[src/rtl/regfile_rename_pkg.sv]
// Shared constants for the rename-aware architectural register file.
package regfile_rename_pkg;

    localparam int REG_WIDTH  = 5;
    localparam int DATA_WIDTH = 32;
    localparam int ROB_WIDTH  = 4;

    localparam logic [DATA_WIDTH-1:0] ZERO_DATA  = '0;
    localparam logic [ROB_WIDTH-1:0]  NO_REORDER = '0;

    localparam logic TRUE  = 1'b1;
    localparam logic FALSE = 1'b0;

endpackage

[src/rtl/regfile_read_port.sv]
// One source-operand read port: selects the stored rename state of a register
// and overrides it with a same-cycle retiring result when the tags match.
module regfile_read_port
    import regfile_rename_pkg::*;
#(
    parameter int NUM_REGS = 32,
    parameter int DATA_W   = DATA_WIDTH,
    parameter int TAG_W    = ROB_WIDTH
) (
    input  logic [REG_WIDTH-1:0]             src,
    input  logic [NUM_REGS-1:0][DATA_W-1:0]  reg_values,
    input  logic [NUM_REGS-1:0]              reg_busy,
    input  logic [NUM_REGS-1:0][TAG_W-1:0]   reg_tags,
    input  logic                             bypass_enable,
    input  logic [REG_WIDTH-1:0]             commit_rd,
    input  logic [DATA_W-1:0]                commit_value,
    input  logic [TAG_W-1:0]                 commit_reorder,
    output logic                             busy,
    output logic [TAG_W-1:0]                 reorder,
    output logic [DATA_W-1:0]                value
);

    logic              stored_busy;
    logic [TAG_W-1:0]  stored_tag;
    logic [DATA_W-1:0] stored_value;
    logic              bypass_hit;

    always_comb begin
        stored_busy  = FALSE;
        stored_tag   = TAG_W'(NO_REORDER);
        stored_value = DATA_W'(ZERO_DATA);
        if (src != '0) begin
            stored_busy  = reg_busy[src];
            stored_tag   = reg_tags[src];
            stored_value = reg_values[src];
        end
    end

    // A stale commit (older tag than the pending writer) must not unmask the
    // register, so the bypass only fires on an exact tag match.
    assign bypass_hit = bypass_enable && (commit_rd == src) && (src != '0)
                        && (commit_reorder == stored_tag);

    always_comb begin
        busy    = stored_busy;
        reorder = stored_tag;
        value   = stored_value;
        if (bypass_hit) begin
            busy    = FALSE;
            reorder = TAG_W'(NO_REORDER);
            value   = commit_value;
        end
    end

endmodule

[src/rtl/regfile_rename.sv]
// Architectural register file with per-register busy bit and youngest-writer
// ROB tag, fed by decoder renames and ROB commits, cleared on flush.
module regfile_rename
    import regfile_rename_pkg::*;
#(
    parameter int NUM_REGS = 32,
    parameter int DATA_W   = DATA_WIDTH,
    parameter int TAG_W    = ROB_WIDTH
) (
    input  logic                 in_clk,
    input  logic                 in_rst,
    input  logic                 in_rdy,
    input  logic                 in_flush_enable,
    input  logic                 in_decoder_rename_enable,
    input  logic [REG_WIDTH-1:0] in_decoder_rd,
    input  logic [TAG_W-1:0]     in_decoder_reorder,
    input  logic [REG_WIDTH-1:0] in_decoder_rs,
    input  logic [REG_WIDTH-1:0] in_decoder_rt,
    output logic                 out_decoder_rs_busy,
    output logic                 out_decoder_rt_busy,
    output logic [TAG_W-1:0]     out_decoder_rs_reorder,
    output logic [TAG_W-1:0]     out_decoder_rt_reorder,
    output logic [DATA_W-1:0]    out_decoder_rs_value,
    output logic [DATA_W-1:0]    out_decoder_rt_value,
    input  logic                 in_rob_commit_enable,
    input  logic [REG_WIDTH-1:0] in_rob_commit_rd,
    input  logic [DATA_W-1:0]    in_rob_commit_value,
    input  logic [TAG_W-1:0]     in_rob_commit_reorder
);

    logic [NUM_REGS-1:0][DATA_W-1:0] value_q;
    logic [NUM_REGS-1:0]             busy_q;
    logic [NUM_REGS-1:0][TAG_W-1:0]  tag_q;

    logic bypass_enable;

    assign bypass_enable = in_rob_commit_enable && in_rdy;

    // Per register: commit writes the value first, then flush clears rename
    // state, else a rename claims it, else a matching commit releases it.
    // x0 is only ever touched by reset, so it stays zero and never busy.
    always_ff @(posedge in_clk) begin
        if (!in_rst) begin
            for (int i = 0; i < NUM_REGS; i++) begin
                value_q[i] <= DATA_W'(ZERO_DATA);
                busy_q[i]  <= FALSE;
                tag_q[i]   <= TAG_W'(NO_REORDER);
            end
        end else if (in_rdy) begin
            for (int i = 1; i < NUM_REGS; i++) begin
                if (in_rob_commit_enable && (in_rob_commit_rd == REG_WIDTH'(i))) begin
                    value_q[i] <= in_rob_commit_value;
                end
                if (in_flush_enable) begin
                    busy_q[i] <= FALSE;
                    tag_q[i]  <= TAG_W'(NO_REORDER);
                end else if (in_decoder_rename_enable
                             && (in_decoder_rd == REG_WIDTH'(i))) begin
                    busy_q[i] <= TRUE;
                    tag_q[i]  <= in_decoder_reorder;
                end else if (in_rob_commit_enable
                             && (in_rob_commit_rd == REG_WIDTH'(i))
                             && (tag_q[i] == in_rob_commit_reorder)) begin
                    busy_q[i] <= FALSE;
                    tag_q[i]  <= TAG_W'(NO_REORDER);
                end
            end
        end
    end

    regfile_read_port #(
        .NUM_REGS (NUM_REGS),
        .DATA_W   (DATA_W),
        .TAG_W    (TAG_W)
    ) u_rs_port (
        .src            (in_decoder_rs),
        .reg_values     (value_q),
        .reg_busy       (busy_q),
        .reg_tags       (tag_q),
        .bypass_enable  (bypass_enable),
        .commit_rd      (in_rob_commit_rd),
        .commit_value   (in_rob_commit_value),
        .commit_reorder (in_rob_commit_reorder),
        .busy           (out_decoder_rs_busy),
        .reorder        (out_decoder_rs_reorder),
        .value          (out_decoder_rs_value)
    );

    regfile_read_port #(
        .NUM_REGS (NUM_REGS),
        .DATA_W   (DATA_W),
        .TAG_W    (TAG_W)
    ) u_rt_port (
        .src            (in_decoder_rt),
        .reg_values     (value_q),
        .reg_busy       (busy_q),
        .reg_tags       (tag_q),
        .bypass_enable  (bypass_enable),
        .commit_rd      (in_rob_commit_rd),
        .commit_value   (in_rob_commit_value),
        .commit_reorder (in_rob_commit_reorder),
        .busy           (out_decoder_rt_busy),
        .reorder        (out_decoder_rt_reorder),
        .value          (out_decoder_rt_value)
    );

endmodule

[config.mk]
export PLATFORM = sky130hd
export DESIGN_NAME = regfile_rename
export DESIGN_NICKNAME = d
export VERILOG_FILES = /design/src/rtl/regfile_rename_pkg.sv /design/src/rtl/regfile_read_port.sv /design/src/rtl/regfile_rename.sv
export SDC_FILE = /design/constraint.sdc
export NUM_CORES = 2
export LEC_CHECK = 0
export BUFFER_PORTS_ARGS = -buffer_cell sky130_fd_sc_hd__clkbuf_2
export CAP_MARGIN = 30
export CORE_ASPECT_RATIO = 1.1
export CORE_MARGIN = 1
export CORE_UTILIZATION = 50
export CTS_BUF_LIST = sky130_fd_sc_hd__clkbuf_8
export DETAILED_ROUTE_END_ITERATION = 16
export PLACE_DENSITY = 0.66
export SLEW_MARGIN = 30
export SYNTH_ARGS = -nofsm -noshare
export SYNTH_HDL_FRONTEND = slang
export SYNTH_SLANG_ARGS = --single-unit
[constraint.sdc]
create_clock -name in_clk -period 4.6 [get_ports in_clk]
set_clock_uncertainty 0.05 [all_clocks]
set_input_delay 0.92 -clock in_clk [delete_from_list [all_inputs] [get_ports in_clk]]
set_output_delay 0.92 -clock in_clk [all_outputs]
set_load 0.1 [all_outputs]
## Word-level counts from Yosys, hierarchy flattened

Index checks and enable logic that the tools add are counted.

- Output and inout port bits: 74
- Input port bits: 66
- Word-level logic and storage cells: 597
- Register bits after elaboration: 1147

- Order comparisons: 2
- Reductions and logical operators: 195
- Equality and inequality tests: 97
- Multiplexer cells: 210

Operators with widths:

| operator | count |
|---|---|
| two-way mux 4 bit | 99 |
| binary-select mux 32 bit (select 5 bit) | 2 |
| two-way mux 32 bit | 6 |
| equality test 5 bit (second input constant) | 32 |
| equality test 4 bit | 33 |
| AND reduction 2 bit | 62 |
| logical AND 1 bit | 100 |
| two-way mux 1 bit | 99 |
| nonzero test 3 bit | 31 |
| equality test 5 x 4 -> 1 bit (second input constant) | 16 |
| binary-select mux 4 bit (select 5 bit) | 2 |
| equality test 5 x 3 -> 1 bit (second input constant) | 8 |
| equality test 5 x 2 -> 1 bit (second input constant) | 4 |
| < comparator 5 x 6 -> 1 bit (second input constant) | 2 |
| binary-select mux 1 bit (select 5 bit) | 2 |
| equality test 5 x 1 -> 1 bit (second input constant) | 2 |
| equality test 5 bit | 2 |
| nonzero test 5 bit | 2 |

## Logic depth before layout (Yosys ltp)

- Depth in word-level cells: 6
- Depth in mapped cells: 12

## Modules after synthesis

Synthesis repeated with hierarchy kept, for this count alone.

- Cells, all modules: 6794
- Area, all modules: 63681.1 um^2

By module, submodules not included:

| module | cells each | area an instance (um^2) | times used |
|---|---|---|---|
| regfile_rename | 5500 | 43181.4 | 1 |
| regfile_read_port | 647 | 10249.8 | 2 |

## Worst setup path before layout

No wires, ideal clock.

- Kind: input to output
- Start: input port in_decoder_rs[1]
- End: output port out_decoder_rs_busy
- Path buffers: 6
- Slack: -1429 ps
- Data required time: 3630 ps
- Stages: 10
- Arrival: 5059 ps
- Cell sequence: buf_2 > buf_4 > buf_2 > buf_2 > clkbuf_1 > clkbuf_1 > mux4_2 > mux4_2 > nand2_1 > a21boi_0

- Cells in the longest elaborated chain, start to end: 6
- Elaborated cells on any way between the ends: 13
- Classes of those cells: eq/ne: 2; mux: 7; reduce/logical: 4

RTL lines:

| item | RTL line | text |
|---|---|---|
| from (decl) | regfile_rename.sv:17 | `input logic [REG_WIDTH-1:0] in_decoder_rs,` |
| binary-select mux 4 bit (select 5 bit) | regfile_read_port.sv:34 | `stored_tag = reg_tags[src];` |
| two-way mux 4 bit (not written as such) | regfile_read_port.sv:34 |  |
| two-way mux 4 bit | regfile_read_port.sv:32 | `if (src != '0) begin` |
| equality test 4 bit | regfile_read_port.sv:42 | `&& (commit_reorder == stored_tag);` |
| logical AND 1 bit | regfile_read_port.sv:42 |  |
| two-way mux 1 bit * | regfile_read_port.sv:48 | `if (bypass_hit) begin` |
| to (decl) | regfile_rename.sv:19 | `output logic out_decoder_rs_busy,` |

Mark *: on every way between the ends. The rest lies on a longest branch, timed or not. The select of a mux whose other input is x is not followed.

## Worst setup path after layout

- Start: register tag_q[125] (netlist bit)
- End: output port out_decoder_rt_value[1]

- Cells in the longest elaborated chain, start to end: 6

RTL lines:

| item | RTL line | text |
|---|---|---|
| from (decl) | regfile_rename.sv:33 | `logic [NUM_REGS-1:0][TAG_W-1:0] tag_q;` |
| from (signal, indexed assignment) | regfile_rename.sv:47 | `tag_q[i] <= TAG_W'(NO_REORDER);` |
| from (signal, indexed assignment) | regfile_rename.sv:56 | `tag_q[i] <= TAG_W'(NO_REORDER);` |
| from (signal, indexed assignment) | regfile_rename.sv:60 | `tag_q[i] <= in_decoder_reorder;` |
| binary-select mux 4 bit (select 5 bit) | regfile_read_port.sv:34 |  |
| two-way mux 4 bit (not written as such) | regfile_read_port.sv:34 |  |
| two-way mux 4 bit | regfile_read_port.sv:32 |  |
| equality test 4 bit | regfile_read_port.sv:42 |  |
| logical AND 1 bit | regfile_read_port.sv:42 |  |
| two-way mux 32 bit | regfile_read_port.sv:48 |  |
| to (decl) | regfile_rename.sv:24 | `output logic [DATA_W-1:0] out_decoder_rt_value,` |

No other way between the ends. The select of a mux whose other input is x is not followed.

==> metrics.md <==
| Metric | Value |
|---|---|
| Status | `finished with violations` |
| Failing checks | `negative setup slack` |
| Tcrit/Tclk final | `105%` |
| Crit path max-delay cell type | `mux4_2` |
| Fin Hold WS | `around 0.42 ns` |
| Vias | `55.8k` |
| Worst setup EP type | `output pin` |
| CTS Buf Count | `192` |
| DIE WIDTH | `between 300 and 400 um` |
| Cell Rows | `approximately 140` |
| Tot Pwr | `0.0214 W` |
| LEAKAGE | `~24 nW` |
| Maximum vdd drop | `about 330 uV` |
| Area Overhead vs Synth | `14.2%` |
| Post-route ant nets | `0` |
| Post-synthesis instance total | `6721` |
| Initial antenna violation count | `7` |
| RSZ-0062 raised after global routing | `true` |
| Global-route wire length before repair | `approximately 360000 um` |
| Setup Viol. Count Final | `64` |
| Post-synth EDFFs | `0` |
| H-tree levels | `4` |
| Share of cells above drive strength 1 | `24.0%` |
| Max frequency | `approximately 210 MHz` |
| Clk root buf | `clkbuf_8` |
| Crit path max fanout | `8` |
| Final Worst Setup Slack | `-0.245 ns` |
| CTS tree | `yes` |
| Crit Path Category | `flop to output pin` |
| CP arrival | `3.88 ns` |
| Final slew viol count | `0` |
| Post-Route Utilization | `between 50% and 60%` |
| Seq/Total Area, Yosys | `a little over a third` |
| Synth Register Bits | `about 1.1k` |
| I/O Buffers | `139` |
| CP Launch Type | `flop` |
| Chip Height | `~380 um` |
| Vias in the first global route | `approximately 54k` |
| PD cells | `~290 nW/um^2` |
| Overall routing resource usage | `37.9%` |
| Asr flop ratio synth | `0%` |
| Clock Tree Buf Depth | `3` |
| Yosys warns | `0` |
| Detailed Routing Iterations Pass 1 | `6` |
| Reg clk slew, reported paths | `~0.06 ns` |
| Max-cap violations | `0` |
| Final GP Congestion | `around 1` |
| Post-synth cell types | `between 60 and 70` |
| Worst hold path class | `flop to flop` |
| DR vias/cell | `about 6.6` |
| Worst path max stage delay | `between 0.4 and 0.5 ns` |
| GRT Residual Overflow | `0` |
| Average wire per standard cell | `between 20 and 30 um` |
| Hold_buf cts | `0` |
| Final wirelength | `~250000 um` |
| DIE AREA | `~130000 um^2` |
| Largest net degree at the start of global routing | `roughly 140` |
| CTS sink cnt | `1147` |
| Iter 0 DRT Violations | `roughly 7.6k` |
| Req. time, crit path | `between 3 and 4 ns` |
| Worst-Margin Slew | `between 1 and 1.5 ns` |
| Post-Syn Area | `63900 um^2` |
| Synth Flop Type | `dfxtp_1` |
| Core ar. | `127000 um^2` |
| # IOs | `140` |
| DRC viols | `0` |
| Filler instances | `roughly 11k` |
| Min Tclk post-route | `~4.8 ns` |
| Detailed Place HPWL | `145000 um` |
| Initial core utilization | `about half` |
| Synth Net Count | `slightly below 7k` |
| Endpoints failing hold | `0` |
| Crit-path cells | `mux4_2 -> mux2i_1 -> nand3_1 -> o311ai_4 -> xnor2_2 -> nor4_4 -> buf_12 -> buf_6 -> buf_6 -> mux2_4 -> buf_12` |
| Relative slew slack | `24.2%` |
| Worst-Skew Late Latency | `just over 0.9 ns` |
| Nets | `6741` |
| Mean Syn Cell Area | `~9.5 um^2` |
==> cell type report <==
| type | count | area [um^2] | area share [%] |
|---|---|---|---|
| tap | 1668 | 2090 | 2.86 |
| clock inverter | 103 | 514 | 0.705 |
| sequential | 1147 | 23000 | 31.6 |
| inverter | 17 | 68.8 | 0.0943 |
| timing repair buffer | 423 | 5070 | 6.96 |
| clock buffer | 238 | 3280 | 4.49 |
| antenna | 4 | 10.0 | 0.0137 |
| multi-input combinational | 4894 | 38900 | 53.3 |
==> Yosys cell counts, types with 58 or more instances <==
library cell  instances  area share [%]
mux2_2              151             2.7
a21oi_1              69            0.54
a22oi_1             128             1.5
dfxtp_1            1147              36
nor2b_1             167             1.6
mux4_2              623              22
xnor2_1              78             1.1
nor2_1              204             1.2
a21boi_0            993              12
xor2_1               58            0.80
nand2_1            2085              12
clkbuf_1            545             3.2
a22o_1               67            0.92
==> metal layers <==
metal / wire [um] / part of all wire (%) / track usage (%) / vias to the layer above
met1: 89400 / 36 / 47.3 / 27200
met4: 19600 / 7.9 / 26.4 / 8
met3: 28400 / 11 / 9.35 / 1105
li1: - / - / - / 23600
met2: 110000 / 45 / 57.5 / 3885
met5: 64 / 0.026 / 0 / -
==> worst max-delay path, delay by kind of cell, from the launching register on <==
kind | cells | cell delay, ns
buf+inv | 4 | 0.67
compound gates | 1 | 0.15
simple gates | 2 | 0.53
xor+xnor | 1 | 0.15
flops | 1 | 0.35
mux | 3 | 1.07
==> placed cells by master (no fill, tap or decap), types with 8 or more instances in the layout <==
cell type / n
mux2i_1: 49
clkbuf_2: 55
clkinv_2: 12
mux4_2: 626
nand2_2: 30
mux2_4: 52
and3_1: 9
dfxtp_2: 33
nor2_4: 31
o31ai_1: 8
xor2_1: 58
o21a_1: 10
nand4_1: 14
buf_12: 150
a22o_1: 67
nand2b_1: 15
xnor2_1: 76
nand3_1: 32
clkbuf_8: 239
nor3_1: 11
nor2_1: 170
mux2_2: 123
dfxtp_1: 1107
o41ai_1: 19
a21oi_1: 69
buf_4: 202
a21boi_0: 992
a22oi_1: 127
inv_1: 92
nor2b_1: 161
nand2_1: 2055
==> path summary, 6_finish.rpt <==
path / start / to / slack [ns] / cells after the start
worst max-delay path: tag_q[125]$_SDFFE_PN0P_ / out_decoder_rt_value[1] / -0.25 / 11
worst min-delay path: value_q[478]$_SDFFE_PN0P_ / value_q[478]$_SDFFE_PN0P_ / 0.42 / 2
worst max register to register: tag_q[59]$_SDFFE_PN0P_ / tag_q[59]$_SDFFE_PN0P_ / 2.84 / 7
worst min register to register: value_q[478]$_SDFFE_PN0P_ / value_q[478]$_SDFFE_PN0P_ / 0.42 / 2
==> flip-flops by register name (all words and copies together), names as in the netlist <==
| signal | flops |
|---|---|
| tag_q | 124 |
| value_q | 992 |
| busy_q | 31 |
==> cell families (layout without fill, tap and decap cells) <==
kind of cell	count (synthesis)	count (layout)	share of synthesized area, %
AOI/OAI and AO/OA	1339	1339	15.7
xor gates and xnor gates	136	136	1.86
buffers and inverters	680	781	4.27
DFF	1147	1147	35.9
muxes	856	856	26.2
other	0	4	0
and+or+nand+nor	2563	2563	16.1
==> what timing repair did <==
| action | in CTS | in global routing |
|---|---|---|
| pin swaps | 10 | 10 |
| setup buffers | 13 | 2 |
| cloned | 2 | 2 |
| resized for setup | 71 | 49 |
| setup endpoints to repair | 69 | 68 |
==> power by group <==
part	switching (W)	leakage (nW)	internal, W
clock network	0.00440	2.23	0.00475
logic	0.00143	12.8	0.000819
registers	0.0000300	9.26	0.00997
==> stage by stage <==
step | cell area [um^2] | TNS [ns] | worst slack [ns] | cells
floorplan | 64100 | -1.39 | -0.493 | 6721
global placement | 68500 | -13.04 | -0.304 | 8133
detailed placement | 68500 | -12.74 | -0.268 | 8133
CTS | 72700 | -12.70 | -0.266 | 8487
global route | 72900 | -15.35 | -0.322 | 8492
finish | 72900 | -10.17 | -0.245 | 8494
(Power assumes the default switching activity.)
